`config.mk`:
```
export PLATFORM = sky130hd
export DESIGN_NAME = fetch_ctrl
export DESIGN_NICKNAME = d
export VERILOG_FILES = /design/src/rtl/fetch_pkg.sv /design/src/rtl/fetch_pc_gen.sv /design/src/rtl/fetch_ctrl.sv
export SDC_FILE = /design/constraint.sdc
export NUM_CORES = 1
export LEC_CHECK = 0
export BUFFER_PORTS_ARGS = -buffer_cell sky130_fd_sc_hd__buf_2
export CAP_MARGIN = 20
export CORE_UTILIZATION = 47
export CTS_CLUSTER_DIAMETER = 150
export DETAILED_ROUTE_END_ITERATION = 8
export PLACE_DENSITY = 0.8
export SLEW_MARGIN = 15
export SYNTH_ARGS = -nofsm -noshare
export SYNTH_HDL_FRONTEND = slang
export SYNTH_SLANG_ARGS = --single-unit
```
`constraint.sdc`:
```
create_clock -name clk -period 3.5 [get_ports clk]
set_input_delay 0.7 -clock clk [delete_from_list [all_inputs] [get_ports clk]]
set_output_delay 0.7 -clock clk [all_outputs]
set_load 0.05 [all_outputs]
```
`src/rtl/fetch_pkg.sv`:
```
// Shared types and constants for the instruction-fetch stage.
package fetch_pkg;

  localparam int INSTR_W = 32;
  localparam int PC_STEP = 4;
  localparam logic [INSTR_W-1:0] NOP = 32'h0000_0000;

  typedef enum logic [0:0] {
    FETCH = 1'b0,
    HALT  = 1'b1
  } state_e;

endpackage

```
`src/rtl/fetch_pc_gen.sv`:
```
// Next-PC selection (redirect / hold / +4) and the end-of-program compare.
module fetch_pc_gen
  import fetch_pkg::*;
#(
  parameter int ADDR_W   = 7,
  parameter int PROG_END = 28
) (
  input  logic [ADDR_W-1:0] pc,
  input  logic              halt,
  input  logic              stall,
  input  logic              br_taken,
  input  logic [ADDR_W-1:0] br_target,
  output logic [ADDR_W-1:0] pc_next,
  output logic              at_end
);

  // One extra bit so PROG_END == 2^ADDR_W is representable and never reached.
  localparam logic [ADDR_W:0] END_ADDR = (ADDR_W + 1)'(PROG_END);

  logic unused_low;
  assign unused_low = ^br_target[1:0];

  assign at_end = ({1'b0, pc} >= END_ADDR);

  always_comb begin
    pc_next = pc;
    if (halt) begin
      pc_next = pc;
    end else if (br_taken) begin
      pc_next = {br_target[ADDR_W-1:2], 2'b00};
    end else if (stall || at_end) begin
      pc_next = pc;
    end else begin
      pc_next = pc + ADDR_W'(PC_STEP);
    end
  end

endmodule

```
`src/rtl/fetch_ctrl.sv`:
```
// Fetch controller: owns the PC, loads the IF/ID register, handles stall,
// redirect-with-flush and the sticky halt at the end of the program.
module fetch_ctrl
  import fetch_pkg::*;
#(
  parameter int ADDR_W   = 7,
  parameter int INSTR_W  = 32,
  parameter int PROG_END = 28,
  parameter int CNT_W    = 16
) (
  input  logic               clk,
  input  logic               rst,
  input  logic               stall_i,
  input  logic               br_taken_i,
  input  logic [ADDR_W-1:0]  br_target_i,
  output logic [ADDR_W-1:0]  imem_addr_o,
  input  logic [INSTR_W-1:0] imem_data_i,
  output logic [ADDR_W-1:0]  if_pc_o,
  output logic [INSTR_W-1:0] if_instr_o,
  output logic               if_valid_o,
  output logic               halted_o,
  output logic [CNT_W-1:0]   fetch_cnt_o
);

  state_e            state;
  logic [ADDR_W-1:0] pc_q;
  logic [ADDR_W-1:0] pc_next;
  logic              at_end;

  assign imem_addr_o = pc_q;

  fetch_pc_gen #(
    .ADDR_W   (ADDR_W),
    .PROG_END (PROG_END)
  ) u_pc_gen (
    .pc        (pc_q),
    .halt      (state == HALT),
    .stall     (stall_i),
    .br_taken  (br_taken_i),
    .br_target (br_target_i),
    .pc_next   (pc_next),
    .at_end    (at_end)
  );

  // IF/ID stage boundary
  always_ff @(posedge clk) begin
    if (rst) begin
      state       <= FETCH;
      pc_q        <= '0;
      if_pc_o     <= '0;
      if_instr_o  <= INSTR_W'(NOP);
      if_valid_o  <= 1'b0;
      halted_o    <= 1'b0;
      fetch_cnt_o <= '0;
    end else begin
      pc_q <= pc_next;
      case (state)
        FETCH: begin
          if (br_taken_i) begin
            if_valid_o <= 1'b0;
          end else if (stall_i) begin
            if_valid_o <= if_valid_o;
          end else if (at_end) begin
            if_valid_o <= 1'b0;
            halted_o   <= 1'b1;
            state      <= HALT;
          end else begin
            if_pc_o    <= pc_q;
            if_instr_o <= imem_data_i;
            if_valid_o <= 1'b1;
            if (fetch_cnt_o != '1) fetch_cnt_o <= fetch_cnt_o + CNT_W'(1);
          end
        end
        default: begin
          if_valid_o <= 1'b0;
          halted_o   <= 1'b1;
        end
      endcase
    end
  end

endmodule

```
==> results of run 1 <==
-- per-stage QoR --
step                      instances  hold slack (ns)  power (uW)  instance area (um2)  setup slack [ns]
after global placement          460           0.4315        1011                 3022            0.6989
after CTS                       476           0.4498        1527                 3181            0.6995
after global routing            476           0.4647        1581                 3181            0.5519
after floorplan                 309           0.5078       949.2                 2504            0.8025
final                           476           0.4460        1512                 3181            0.6764
after detailed placement        460           0.4381        1015                 3022            0.6823
-- area by class of cell --
type,count,area [um2]
clock buffer,11,131.4
clock inverter,5,27.53
fill,493,1927
inverter,2,7.507
multi-input combinational,223,1175
sequential,61,1221
tap,70,87.58
timing repair buffer,104,530.5
-- cells by family (layout without fill, tap and decap cells) --
family / after synthesis / in the layout
and+or+nand+nor: 145 / 145
adders and majority gates: 2 / 2
AOI/OAI and AO/OA: 63 / 63
DFF: 61 / 61
xor gates and xnor gates: 7 / 7
buffers and inverters: 25 / 122
muxes: 2 / 2
other: 1 / 4
-- sequential cells by signal (all words and copies together), names as in the netlist --
register,count
if_instr_o,32
fetch_cnt_o,16
if_pc_o,5
imem_addr_o,5
halted_o,1
if_valid_o,1
state,1
-- worst min-delay path: stages, from the launching register on --
cell	delay [ns]
dfxtp_1	0.30
inv_1	0.04
a21oi_1	0.05
-- metal layers --
layer | vias up | GRT usage | wire length [um]
met2 | 89 | 0.3373 | 2840
met3 | 11 | 0.04819 | 315
met5 | - | 0 | 0
met1 | 1120 | 0.2629 | 2775
li1 | 1241 | - | -
met4 | 0 | 0.1279 | 131
-- power by group --
part / switching, uW / total, uW / internal, uW
sequential: 21.1 / 744 / 723
combinational: 188 / 256 / 67.4
clock: 260 / 512 / 252
total: 469 / 1510 / 1040
-- Yosys cell counts, drive strengths merged --
master | n | area (um2)
nor3 | 3 | 15.01
xnor2 | 6 | 52.55
nor3b | 3 | 22.52
a2111o | 1 | 11.26
nor4 | 6 | 37.54
dfxtp | 61 | 1221
conb | 1 | 3.750
and3 | 2 | 12.51
nand3 | 7 | 35.03
o31ai | 4 | 30.03
clkbuf | 18 | 67.56
inv | 2 | 7.510
mux2 | 1 | 11.26
nand4b | 2 | 17.52
nand4 | 8 | 50.05
a211oi | 3 | 22.52
nand2b | 4 | 25.02
nor2b | 3 | 18.77
a21o | 1 | 7.510
or4b | 1 | 10.01
xor2 | 1 | 8.760
a21oi | 47 | 235.2
nor4b | 1 | 8.760
o221a | 1 | 11.26
buf | 5 | 35.03
o32ai | 4 | 35.03
a22oi | 1 | 7.510
and2 | 1 | 6.260
ha | 2 | 25.02
or3 | 1 | 6.260
or4 | 4 | 30.03
mux2i | 1 | 10.01
nand2 | 76 | 285.3
nor2 | 18 | 67.56
or2 | 3 | 18.77
and4 | 2 | 17.52
o21ai | 1 | 5.000
-- final timing paths --
kind                           to  cells past startpoint  slack (ns)
setup / recovery  fetch_cnt_o[15]                      6        0.68
hold / removal           halted_o                      2        0.45
setup reg to reg  fetch_cnt_o[15]                      6        0.68
hold reg to reg          halted_o                      2        0.45
==> flow_summary.json, run 1 <==
{
  "drive_above_1_share": 0.3054,
  "hold_path.class": "register to register",
  "die_y_um": 74.82,
  "wl_um": 6062,
  "via_per_inst": 5.170,
  "rows": 26,
  "fin_crit_ns": 2.824,
  "post_cts_buffers": 0,
  "diodes": 0,
  "hp-start": "halted_o",
  "grt_pass1_wl_um": 9039,
  "setup.worst_path.end_class": "register",
  "crit_start": "imem_addr_o[2]",
  "seq_area_frac_synth": 0.4900,
  "start_util": 0.4880,
  "avgRoutedWirePerCell_um": 12.74,
  "fmax_ghz": 0.3542,
  "max_slew_margin": 0.4407,
  "crit_required_ns": 3.76,
  "cp_slowest_cell": "or4b_1",
  "drv_slew": 0,
  "setup_viol": 0,
  "grt_util_all_layers": 0.2122,
  "hold_viol": 0,
  "r2r_start": "imem_addr_o[2]",
  "yosys.area_share.simple": 0.2746,
  "cp_cell_sequence": "ha_1, a21o_1, a2111o_1, or4b_1, or4_1, a21oi_1",
  "drc": 0,
  "timing.setup.tns_ns": 0,
  "drtIter0Drc": 119,
  "dieArea_um2": 5598,
  "antenna_left": 0,
  "syn_area_per_cell_um2": 8.145,
  "gr-total-overflow": 0,
  "ios": 107,
  "final_nets": 446,
  "syn_to_final_growth_pct": 27.61,
  "ys_ff_latch": 61,
  "holdBufCountCts": 0,
  "port_buffers": 100,
  "cts.repair.resized": 0,
  "vdd_ir_drop_max_uv": 270.3,
  "num_vias": 2461,
  "synth_top_family_by_area": "simple AND/OR/NAND/NOR gates",
  "path_clk_slew_ns": 0.07,
  "grt_setup_unrepaired": "false",
  "final_core_util": 0.6227,
  "critPathTopFamily": "simple AND/OR/NAND/NOR gates",
  "final_common_cell": "buf_2",
  "startpoint_type": "register",
  "leakage_uw": 0.001378,
  "cts.sinks": 61,
  "core_area_um2": 5107,
  "die_w_um": 74.82,
  "max_stage_delay_ns": 0.72,
  "cp.buffers_inverters": 0,
  "critPathMaxFanout": 12,
  "synth_fa_ha_area_frac": 0.01004,
  "synth_compound_area_frac": 0.1466,
  "period_share": 0.8067,
  "grt_pass1_vias": 2039,
  "arrival_ns": 3.08,
  "synthMuxAreaShare": 0.008534,
  "h-tree-depth": 3,
  "power.density_nw_per_um2": 475.4,
  "ys_warn_count": 0,
  "syn-cell-area_um2": 2492,
  "synth_cell_types": 38,
  "drt_first_pass_iters": 4,
  "synth_xor_xnor_area_share": 0.02460,
  "dp_hpwl_um": 4055,
  "cts_tree": "built",
  "clockRootBuffer": "clkbuf_8",
  "layout_common_cells": "buf_2, nand2_1, dfxtp_1",
  "grt_max_degree": 49,
  "numCtsBuffers": 9,
  "outcome": "completed",
  "worst-setup-path-type": "register to register",
  "antenna_found_initial": 0,
  "clk_latency_ns": 0.33,
  "fin_skew_ns": 0.009687,
  "synthCells": 306,
  "drv_cap": 0,
  "gp_congestion": 0.8639,
  "tightest_slew_ns": 0.8390,
  "cts_buffer_depth": 2
}
Note: power is estimated with default switching activity, not from simulation.
==> run 2: changes to the inputs <==
==> constraint.sdc (replaced) <==
create_clock -name clk -period 2.7 [get_ports clk]
set_input_delay 0.54 -clock clk [delete_from_list [all_inputs] [get_ports clk]]
set_output_delay 0.54 -clock clk [all_outputs]
set_load 0.05 [all_outputs]
==> run 2 against run 1 <==
Net effect: worst setup slack worse by 0.53 ns; clock power up 65%; maximum frequency up 11%; core utilization up 2.0 points; first-iteration DRC count up 8.4%; clock skew down 0.0018 ns; critical path depth unchanged; non-clock buffer count up 7; register-to-register slack worse by 0.53 ns; largest cell class unchanged.
==> flow_summary.json, run 2 (same netlist as run 1, synthesis figures left out) <==
{
  "drive_above_1_share": 0.3204,
  "die_w_um": 74.82,
  "fin_cells": 482,
  "fmax_ghz": 0.3916,
  "rows": 26,
  "syn_to_final_growth_pct": 31.73,
  "die_y_um": 74.82,
  "grt_busiest_layer": "met2",
  "drt_first_pass_iters": 4,
  "numCtsBuffers": 9,
  "clk_latency_ns": 0.33,
  "grtUsageMet2": 0.3303,
  "critPathTopFamily": "simple AND/OR/NAND/NOR gates",
  "hp-start": "imem_data_i[2]",
  "final_common_cell": "buf_2",
  "startpoint_type": "register",
  "dieArea_um2": 5598,
  "fin_skew_ns": 0.007913,
  "via_per_inst": 5.133,
  "cp.buffers_inverters": 0,
  "switchingPower_uw": 620.5,
  "wl_um": 6018,
  "max_stage_delay_ns": 0.68,
  "drc": 0,
  "cts.sinks": 61,
  "num_vias": 2474,
  "gr-usage-met1": 0.2654,
  "setup.worst_path.end_class": "register",
  "setup_slack_ns": 0.1464,
  "max_slew_margin": 0.5564,
  "arrival_ns": 2.82,
  "grt_pass1_wl_um": 8942,
  "grt_max_degree": 40,
  "met3_usage": 0.04819,
  "p_int_uw": 1532,
  "diodes": 0,
  "cp_cell_sequence": "ha_1, a21o_1, a2111o_1, or4b_1, or4_1, a21oi_1",
  "outcome": "completed",
  "placed_cells": 467,
  "critPathMaxFanout": 9,
  "tightest_slew_ns": 0.6654,
  "period_share": 0.9458,
  "start_util": 0.4880,
  "cts.repair.resized": 0,
  "hold_path.class": "input port to register",
  "gr-total-overflow": 0,
  "layout_common_cells": "buf_2, nand2_1, dfxtp_1",
  "crit_required_ns": 2.97,
  "dp_hpwl_um": 4160,
  "drv_slew": 0,
  "path_clk_slew_ns": 0.07,
  "largest_reg_flops": 32,
  "share_comb_of_total_power": 0.163,
  "crit_start": "imem_addr_o[2]",
  "rrSetupSlack_ns": 0.15,
  "grt_util_all_layers": 0.2094,
  "drv_cap": 0,
  "grt_setup_unrepaired": "false",
  "power.density_nw_per_um2": 655.6,
  "ios": 107,
  "r2r_start": "imem_addr_o[2]",
  "place_ws_ns": 0.1722,
  "finalPower_uw": 2153,
  "regMostFlops": "if_instr_o",
  "worst-setup-path-type": "register to register",
  "final_nets": 453,
  "cts_buffer_depth": 2,
  "grt_pass1_vias": 1984,
  "cp_slowest_cell": "or4b_1",
  "gp_congestion": 0.8570,
  "antenna_found_initial": 0,
  "post_cts_buffers": 0,
  "antenna_left": 0,
  "holdBufCountCts": 0,
  "avgRoutedWirePerCell_um": 12.49,
  "reg.largest.list": "if_instr_o: 32 flops, fetch_cnt_o: 16 flops",
  "leakage_uw": 0.001439,
  "setup_viol": 0,
  "drtIter0Drc": 129,
  "port_buffers": 100,
  "final_core_util": 0.6428,
  "timing.setup.tns_ns": 0,
  "fin_crit_ns": 2.554,
  "core_area_um2": 5107,
  "share_seq_of_total_power": 0.445,
  "clkPwrFrac": 0.392,
  "clockRootBuffer": "clkbuf_8",
  "h-tree-depth": 3,
  "cts_tree": "built",
  "p_sw_frac": 0.2883,
  "hold_viol": 0,
  "vdd_ir_drop_max_uv": 381.4
}
## run 2: power by group through the flow
stage / Combinational (uW) / Sequential (uW) / Clock, uW
6_report: 351 / 959 / 843
2_1_floorplan: 121 / 1110 / 0
5_1_grt: 377 / 964 / 896
3_5_place_dp: 351 / 979 / 0
4_1_cts: 352 / 959 / 854
3_3_place_gp: 345 / 977 / 0
## run 2: layout make-up
cell class | instances | area [um2]
well taps | 70 | 87.58
multi-input cells | 223 | 1175
clock inverters | 3 | 43.79
repair buffers | 111 | 583.1
clock buffers | 12 | 165.2
fillers | 467 | 1824
flip-flops and latches | 61 | 1221
inverters | 2 | 7.507
## run 2: layer usage
layer / vias up / share of wire / routed length (um)
li1: 1251 / - / -
met1: 1145 / 0.46 / 2774
met2: 68 / 0.48 / 2887
met3: 10 / 0.043 / 261
met4: 0 / 0.016 / 95
met5: - / 0 / 0
## run 2: path summary, 6_finish.rpt
kind | to | cells after the start
hold / removal | if_instr_o[2] | 3
hold reg to reg | if_instr_o[20] | 2
setup / recovery | fetch_cnt_o[15] | 6
setup reg to reg | fetch_cnt_o[15] | 6
## run 2: worst reg2reg max path: stages, from the launching register on
cell	delay [ns]
dfxtp_1	0.31
ha_1	0.23
a21o_1	0.18
a2111o_1	0.43
or4b_1	0.68
or4_1	0.52
a21oi_1	0.14
## run 2: through the flow
| step | instance area (um2) | hold WS (ns) |
|---|---|---|
| floorplan | 2504 | 0.5078 |
| global placement | 3074 | 0.4322 |
| detailed placement | 3074 | 0.4431 |
| CTS | 3283 | 0.4316 |
| global route | 3283 | 0.4411 |
| finish | 3283 | 0.4399 |
